File: config.mk
export PLATFORM = sky130hd
export DESIGN_NAME = serial_add_ctrl
export DESIGN_NICKNAME = d
export VERILOG_FILES = /design/src/rtl/serial_add_pkg.sv /design/src/rtl/serial_fa_cell.sv /design/src/rtl/serial_add_ctrl.sv
export SDC_FILE = /design/constraint.sdc
export NUM_CORES = 1
export LEC_CHECK = 0
export ABC_AREA = 1
export BUFFER_PORTS_ARGS = -buffer_cell sky130_fd_sc_hd__buf_2
export CAP_MARGIN = 30
export CORE_UTILIZATION = 50
export DETAILED_ROUTE_END_ITERATION = 10
export PLACE_DENSITY_LB_ADDON = 0.1
export SETUP_SLACK_MARGIN = 0.2
export SLEW_MARGIN = 0
export SYNTH_ARGS = -nofsm -noshare
export SYNTH_HDL_FRONTEND = slang
export SYNTH_HIERARCHICAL = 1
export SYNTH_SLANG_ARGS = --single-unit
export TNS_END_PERCENT = 10
File: constraint.sdc
create_clock -name clk -period 1.7 [get_ports clk]
set_clock_uncertainty 0.15 [all_clocks]
set_input_delay 0.425 -clock clk [delete_from_list [all_inputs] [get_ports clk]]
set_output_delay 0.425 -clock clk [all_outputs]
set_load 0.01 [all_outputs]
File: src/rtl/serial_add_pkg.sv
// Shared types for the bit-serial adder controller: FSM state encoding and
// the bit-counter width helper.
package serial_add_pkg;

  typedef enum logic [1:0] {
    IDLE,
    RUN,
    FIN
  } state_t;

  // Counter only has to reach WIDTH-1, so $clog2(WIDTH) bits suffice.
  function automatic int cnt_width(input int width);
    return (width < 2) ? 1 : $clog2(width);
  endfunction

endpackage

File: src/rtl/serial_fa_cell.sv
// Single-bit full adder built from two half-add stages and a carry OR;
// the serial controller time-shares one instance across all bit positions.
module serial_fa_cell (
  input  logic a,
  input  logic b,
  input  logic ci,
  output logic s,
  output logic co
);

  logic s1;
  logic c1;
  logic c2;

  assign s1 = a ^ b;
  assign c1 = a & b;
  assign s  = s1 ^ ci;
  assign c2 = s1 & ci;
  assign co = c1 | c2;

endmodule

File: src/rtl/serial_add_ctrl.sv
// Bit-serial adder controller: one full-adder cell sequenced LSB first over
// WIDTH cycles. Define SERIAL_ADD_SUB_EN to add the 'sub' (a - b) mode.
module serial_add_ctrl
  import serial_add_pkg::*;
#(
  parameter int WIDTH = 8
) (
  input  logic             clk,
  input  logic             rst_n,
  input  logic             start,
  input  logic [WIDTH-1:0] op_a,
  input  logic [WIDTH-1:0] op_b,
  input  logic             cin,
`ifdef SERIAL_ADD_SUB_EN
  input  logic             sub,
`endif
  output logic             busy,
  output logic             done,
  output logic [WIDTH-1:0] sum,
  output logic             cout
);

  localparam int             CW   = cnt_width(WIDTH);
  localparam logic [CW-1:0]  LAST = CW'(WIDTH - 1);

  state_t           state;
  logic [WIDTH-1:0] a_sr;
  logic [WIDTH-1:0] b_sr;
  logic [WIDTH-1:0] res_sr;
  logic             carry;
  logic [CW-1:0]    cnt;
  logic             cell_s;
  logic             cell_co;
  logic [WIDTH-1:0] b_cap;
  logic             c_cap;

  serial_fa_cell u_cell (
    .a  (a_sr[0]),
    .b  (b_sr[0]),
    .ci (carry),
    .s  (cell_s),
    .co (cell_co)
  );

  // Subtraction is a + ~b + 1, so only the captured B operand and carry change.
  always_comb begin
    b_cap = op_b;
    c_cap = cin;
`ifdef SERIAL_ADD_SUB_EN
    if (sub) begin
      b_cap = ~op_b;
      c_cap = 1'b1;
    end
`endif
  end

  always_ff @(posedge clk or negedge rst_n) begin
    if (!rst_n) begin
      state  <= IDLE;
      a_sr   <= '0;
      b_sr   <= '0;
      res_sr <= '0;
      carry  <= 1'b0;
      cnt    <= '0;
      busy   <= 1'b0;
      done   <= 1'b0;
      sum    <= '0;
      cout   <= 1'b0;
    end else begin
      done <= 1'b0;
      case (state)
        // FIN accepts a new start directly, giving back-to-back operation.
        IDLE, FIN: begin
          if (start) begin
            a_sr  <= op_a;
            b_sr  <= b_cap;
            carry <= c_cap;
            cnt   <= '0;
            busy  <= 1'b1;
            state <= RUN;
          end else begin
            state <= IDLE;
          end
        end
        RUN: begin
          res_sr <= {cell_s, res_sr[WIDTH-1:1]};
          carry  <= cell_co;
          a_sr   <= a_sr >> 1;
          b_sr   <= b_sr >> 1;
          if (cnt == LAST) begin
            sum   <= {cell_s, res_sr[WIDTH-1:1]};
            cout  <= cell_co;
            busy  <= 1'b0;
            done  <= 1'b1;
            state <= FIN;
          end else begin
            cnt <= cnt + 1'b1;
          end
        end
        default: state <= IDLE;
      endcase
    end
  end

endmodule

Yosys cells after proc, flatten, opt, wreduce, memory -nomap -nowiden
Index checks and enable logic that the tools add are counted.
Word-level totals
  register bits after elaboration: 41
  input port bits: 20
  output and inout port bits: 11
  logic and storage cells: 46
Cells by class
  add/sub/neg operators: 1
  equality and inequality tests: 6
  multiplexer cells: 17
  bitwise gates (word level): 5
  reduce and logical (&&, ||, !) cells: 7
Operator list (count)
  $pmux W8 S2: 2
  $mux W8: 2
  $mux W1: 6
  $mux W3: 2
  $ne A2 B2 Y1 const B: 3
  $pmux W3 S2: 1
  $reduce_and A3 Y1: 2
  $pmux W1 S2: 2
  $pmux W2 S2: 1
  $reduce_and A2 Y1: 2
  $add A3 B1 Y3 const B: 1
  $eq A3 B3 Y1 const B: 1
  $and A1 B1 Y1: 2
  $eq A2 B1 Y1 const B: 1
  $eq A2 B2 Y1 const B: 1
  $logic_not A2 Y1: 1
  $mux W2: 1
  $reduce_bool A2 Y1: 1
  $reduce_or A2 Y1: 1
  $xor A1 B1 Y1: 2
  $or A1 B1 Y1: 1

Logic depth before layout (Yosys ltp)
  depth after elaboration: 4
  gate-level depth with buffers: 8
  depth with buffers taken out: 6

Hierarchy
Netlist, hierarchy kept.
By module, submodules not included
  serial_add_ctrl: times used 1, cells each 226, area an instance 1846.8 um^2, seq. area each 1001.0 um^2
  serial_fa_cell: times used 1, cells each 1, area an instance 20.0 um^2, seq. area each 0.0 um^2

Worst setup path after synthesis
No wires, ideal clock.
  path kind: register to register
  start point: register cnt[0]
  end point: register sum[0]
  setup time: 0.116 ns
  arrival: 1.135 ns
  data required time: 1.434 ns
  slack: 0.298 ns
  cell stages (with the launch flop): 8
  buffers on the path: 1
  clock period less this slack: 1.402 ns
  path through: dfrtp_1 ha_1 ha_1 nand3_1 buf_2 inv_1 nand2_1 nand2_1
On the way
  cells in the longest elaborated chain, start to end: 2
RTL lines
  start, declared: line serial_add_ctrl.sv:31  | logic [CW-1:0] cnt;
  start signal, assigned: line serial_add_ctrl.sv:97  | cnt <= cnt + 1'b1;
  $eq A3 B3 Y1: line serial_add_ctrl.sv:90  | if (cnt == LAST) begin
  $reduce_and A2 Y1 (no line)
  end signal, assigned: line serial_add_ctrl.sv:91  | sum <= {cell_s, res_sr[WIDTH-1:1]};
  end, declared: line serial_add_ctrl.sv:19  | output logic [WIDTH-1:0] sum,
No other way between the ends.
A chain may end at the register's enable or synchronous reset.

Final worst setup path
  start point: register cnt[0]
  end point: register state[0]
On the way
  cells in the longest elaborated chain, start to end: 2
RTL lines
  $eq A3 B3 Y1: line serial_add_ctrl.sv:90
  $ne A2 B2 Y1 (no line)
  end signal, assigned: line serial_add_ctrl.sv:82  | state <= IDLE;
  end signal, assigned: line serial_add_ctrl.sv:95  | state <= FIN;
  end signal, assigned: line serial_add_ctrl.sv:100  | default: state <= IDLE;
  end, declared: line serial_add_ctrl.sv:26  | state_t state;
No other way between the ends.

==> reports/summary.log <==
qor: synth.share_of_the_yosys_chip_area_belonging_to_registers 0.536
qor: setup_path.criticalPathCategory flop to flop
qor: detailed_routing.drc 0
qor: sta.setup-tns-final 0 ps
qor: setup_path.worstPathMaxFanout 5
qor: power_and_ir_drop.p_leak 1.27 nW
qor: synth.number_of_nets_produced_by_synthesis 250
qor: power_and_ir_drop.power_frac_comb 0.419
qor: power_and_ir_drop.power_density 1790 nW/µm²
qor: detailed_routing.viasPerCell 4.58
qor: flow_run.max-cap-violations 0
qor: synth.synth_largest_area_cell dfrtp_1
qor: sta.hold_viol 0
qor: clock_tree.numCtsBuffers 5
qor: cells_and_area.layout.nets 284
qor: detailed_routing.detail_route.iter0.violations 73
qor: power_and_ir_drop.p_sw_frac 0.394
qor: clock_tree.tritoncts_clock_tree built
qor: synth.postSynth.topFlopCell dfrtp_1
qor: synth.yosys_warnings 6
qor: detailed_routing.detail_route.wirelength 3.18 mm
qor: sta.timing.hold.ws 187 ps
qor: clock_tree.cts.path.max_buffers 2
qor: power_and_ir_drop.irDropWorstVdd 0.909 mV
qor: floorplan.die-width 63.1 µm
qor: detailed_routing.vias 1412
qor: setup_path.required 1780 ps
qor: synth.synth_common_cells nand2_1, inv_1, dfrtp_1, nand3_1, o21ai_0
qor: setup_path.worstSetupStartpointType flop
qor: cells_and_area.area_delta_synth_final 17.4%
qor: synth.syn-instance-count 227
qor: floorplan.dieHeight 63.1 µm
qor: power_and_ir_drop.clkPwrFrac 0.169
qor: grt.grt_first_pass_wirelength 5.72 mm
qor: outcome.outcome complete, no violations
qor: synth.avgSynthCellArea 8.22 µm²
qor: synth.synth.distinct_cells 16
qor: sta.slew_headroom 0.856
qor: clock_tree.clock_insertion_delay_worst_skew 290 ps
qor: sta.post-route-period-util 0.880
qor: sta.rsz0062_at_grt true
qor: sta.report.final.slew_viol_count 0
qor: detailed_routing.wl_per_cell 10.3 µm
qor: clock_tree.h-tree-depth 2
qor: floorplan.num_rows 21
qor: synth.ys_top_cells_by_area dfrtp_1, nand2_1, nand3_1
qor: cells_and_area.num-fill-cells 332
qor: clock_tree.cts_num_sinks 40
qor: grt.grt_pass1_vias 1321
qor: placed_design.port_buffers 30
qor: grt.gr-usage-all-layers 0.189
qor: floorplan.initial_core_util 0.538
qor: synth.synth_most_common_cell nand2_1
qor: detailed_routing.drtAntennaViolNets 0
qor: synth.synth_edf_count 0
qor: placed_design.gpl.final_weighted_congestion 0.738
qor: power_and_ir_drop.p_sw 0.00154 W
qor: sta.final_period_minus_worst_setup_slack 1500 ps
qor: synth.number_of_synthesized_register_bits 40
qor: sta.worst_slew_pin_slew 216 ps
qor: cells_and_area.layout-drive-gt1-share 0.198
qor: clock_tree.cts-root-buf clkbuf_8
qor: power_and_ir_drop.proportion_of_power_drawn_by_flip_flops_and_latches 0.412
qor: floorplan.num_io_pins 31
qor: floorplan.floorplan.die_area 3980 µm²
qor: sta.setup-violations-final 0
qor: grt.grt_antenna_before_repair 0
qor: synth.async_flop_share 1.00
qor: clock_tree.clkTransAtPathRegs 80 ps
qor: hold_path.worstHoldPathType input pin to flop
qor: cells_and_area.insertedDiodeCount 0
qor: synth.synthesis.area 1870 µm²
qor: power_and_ir_drop.internal_power 0.00238 W
qor: grt.grt_start_max_net_pins 41
qor: setup_path.crit_arrival 1580 ps
qor: sta.timing.fmax 669 MHz
qor: synth.synth.top_cell.area_share 0.536
qor: grt.overflow 0
qor: placed_design.dp.final_hpwl 2.04 mm
qor: setup_path.worstSetupEndpointType flop
qor: floorplan.core_region_area 3470 µm²
qor: detailed_routing.drtPass1Iterations 4
power groups by stage:
stage / clock (W) / combinational [W] / sequential [W]
after detailed placement: 0 / 0.00165 / 0.00163
after CTS: 0.000686 / 0.00167 / 0.00162
after global placement: 0 / 0.00162 / 0.00163
final: 0.000663 / 0.00164 / 0.00162
after floorplan: 0 / 0.00127 / 0.00163
after global routing: 0.000729 / 0.00195 / 0.00168
worst max-delay path: stages, from the launching register on:
cell and delay [ps]:
dfrtp_1 400, ha_1 210, ha_1 190, nand3b_1 250, buf_4 190, nand2_1 50
sequential cells by signal, indices dropped and copies added, names as in the netlist:
| register | cells |
|---|---|
| a_sr | 8 |
| b_sr | 8 |
| busy | 1 |
| carry | 1 |
| cnt | 3 |
| cout | 1 |
| done | 1 |
| res_sr | 7 |
| state | 2 |
| sum | 8 |
cell families after synthesis:
logic type,count (synthesis),synth area share
simple gates,112,0.262
buf+inv,55,0.132
flops,40,0.536
compound gates,17,0.0456
fa+ha+maj,3,0.0241
cells in the final DEF, fill, tap and decap left out:
| cell type | n |
|---|---|
| nand3_1 | 34 |
| nand2_4 | 3 |
| buf_2 | 30 |
| inv_1 | 41 |
| clkinvlp_4 | 2 |
| clkbuf_8 | 6 |
| fa_1 | 1 |
| dlygate4sd3_1 | 1 |
| dfrtp_1 | 39 |
| inv_4 | 1 |
| buf_12 | 3 |
| ha_1 | 2 |
| buf_4 | 3 |
| inv_2 | 3 |
| dfrtp_2 | 1 |
| nand3b_1 | 1 |
| nand2_1 | 74 |
| o21ai_0 | 17 |
metal layers:
metal | global-route usage | up-vias | wire length, µm
li1 | - | 756 | -
met1 | 0.229 | 623 | 1590
met2 | 0.309 | 26 | 1400
met3 | 0.0435 | 7 | 112
met4 | 0.105 | 0 | 75
met5 | 0 | - | 0
worst paths after layout:
check,startpoint,end,slack [ps],cells after the start
setup / recovery,cnt[0],state[0],200,5
hold / removal,op_a[7],a_sr[7],190,3
setup reg to reg,cnt[0],state[0],200,5
hold reg to reg,busy,busy,320,2
max in group asynchronous,rst_n,state[0],720,3
min in group asynchronous,rst_n,sum[3],460,3
repair_timing:
action                     CTS  global route
hold buffers                 1             0
hold endpoints to repair    40             0
pin swaps                    0             0
gates cloned                 0             0
gates resized for setup      0             2
setup endpoints to repair    2            27
setup buffers                1             0
cell type report:
class	instances	area, µm²	share of cell area
clock buffers	6	82.6	0.0377
multi-input cells	132	619	0.283
well taps	46	57.6	0.0263
clock inverters	2	15.0	0.00685
repair buffers	37	243	0.111
inverters	45	171	0.0782
flip-flops and latches	40	1000	0.457
stage by stage:
stage | worst slack, ps | instances | instance area (µm²) | utilization | power (W)
after global routing | 137 | 308 | 2190 | 0.632 | 0.00436
after CTS | 198 | 308 | 2190 | 0.631 | 0.00398
after floorplan | 298 | 227 | 1870 | - | 0.00290
final | 205 | 308 | 2190 | 0.632 | 0.00392
after detailed placement | 218 | 298 | 2070 | 0.598 | 0.00328
after global placement | 250 | 298 | 2070 | 0.598 | 0.00325
(Power assumes the default switching activity.)
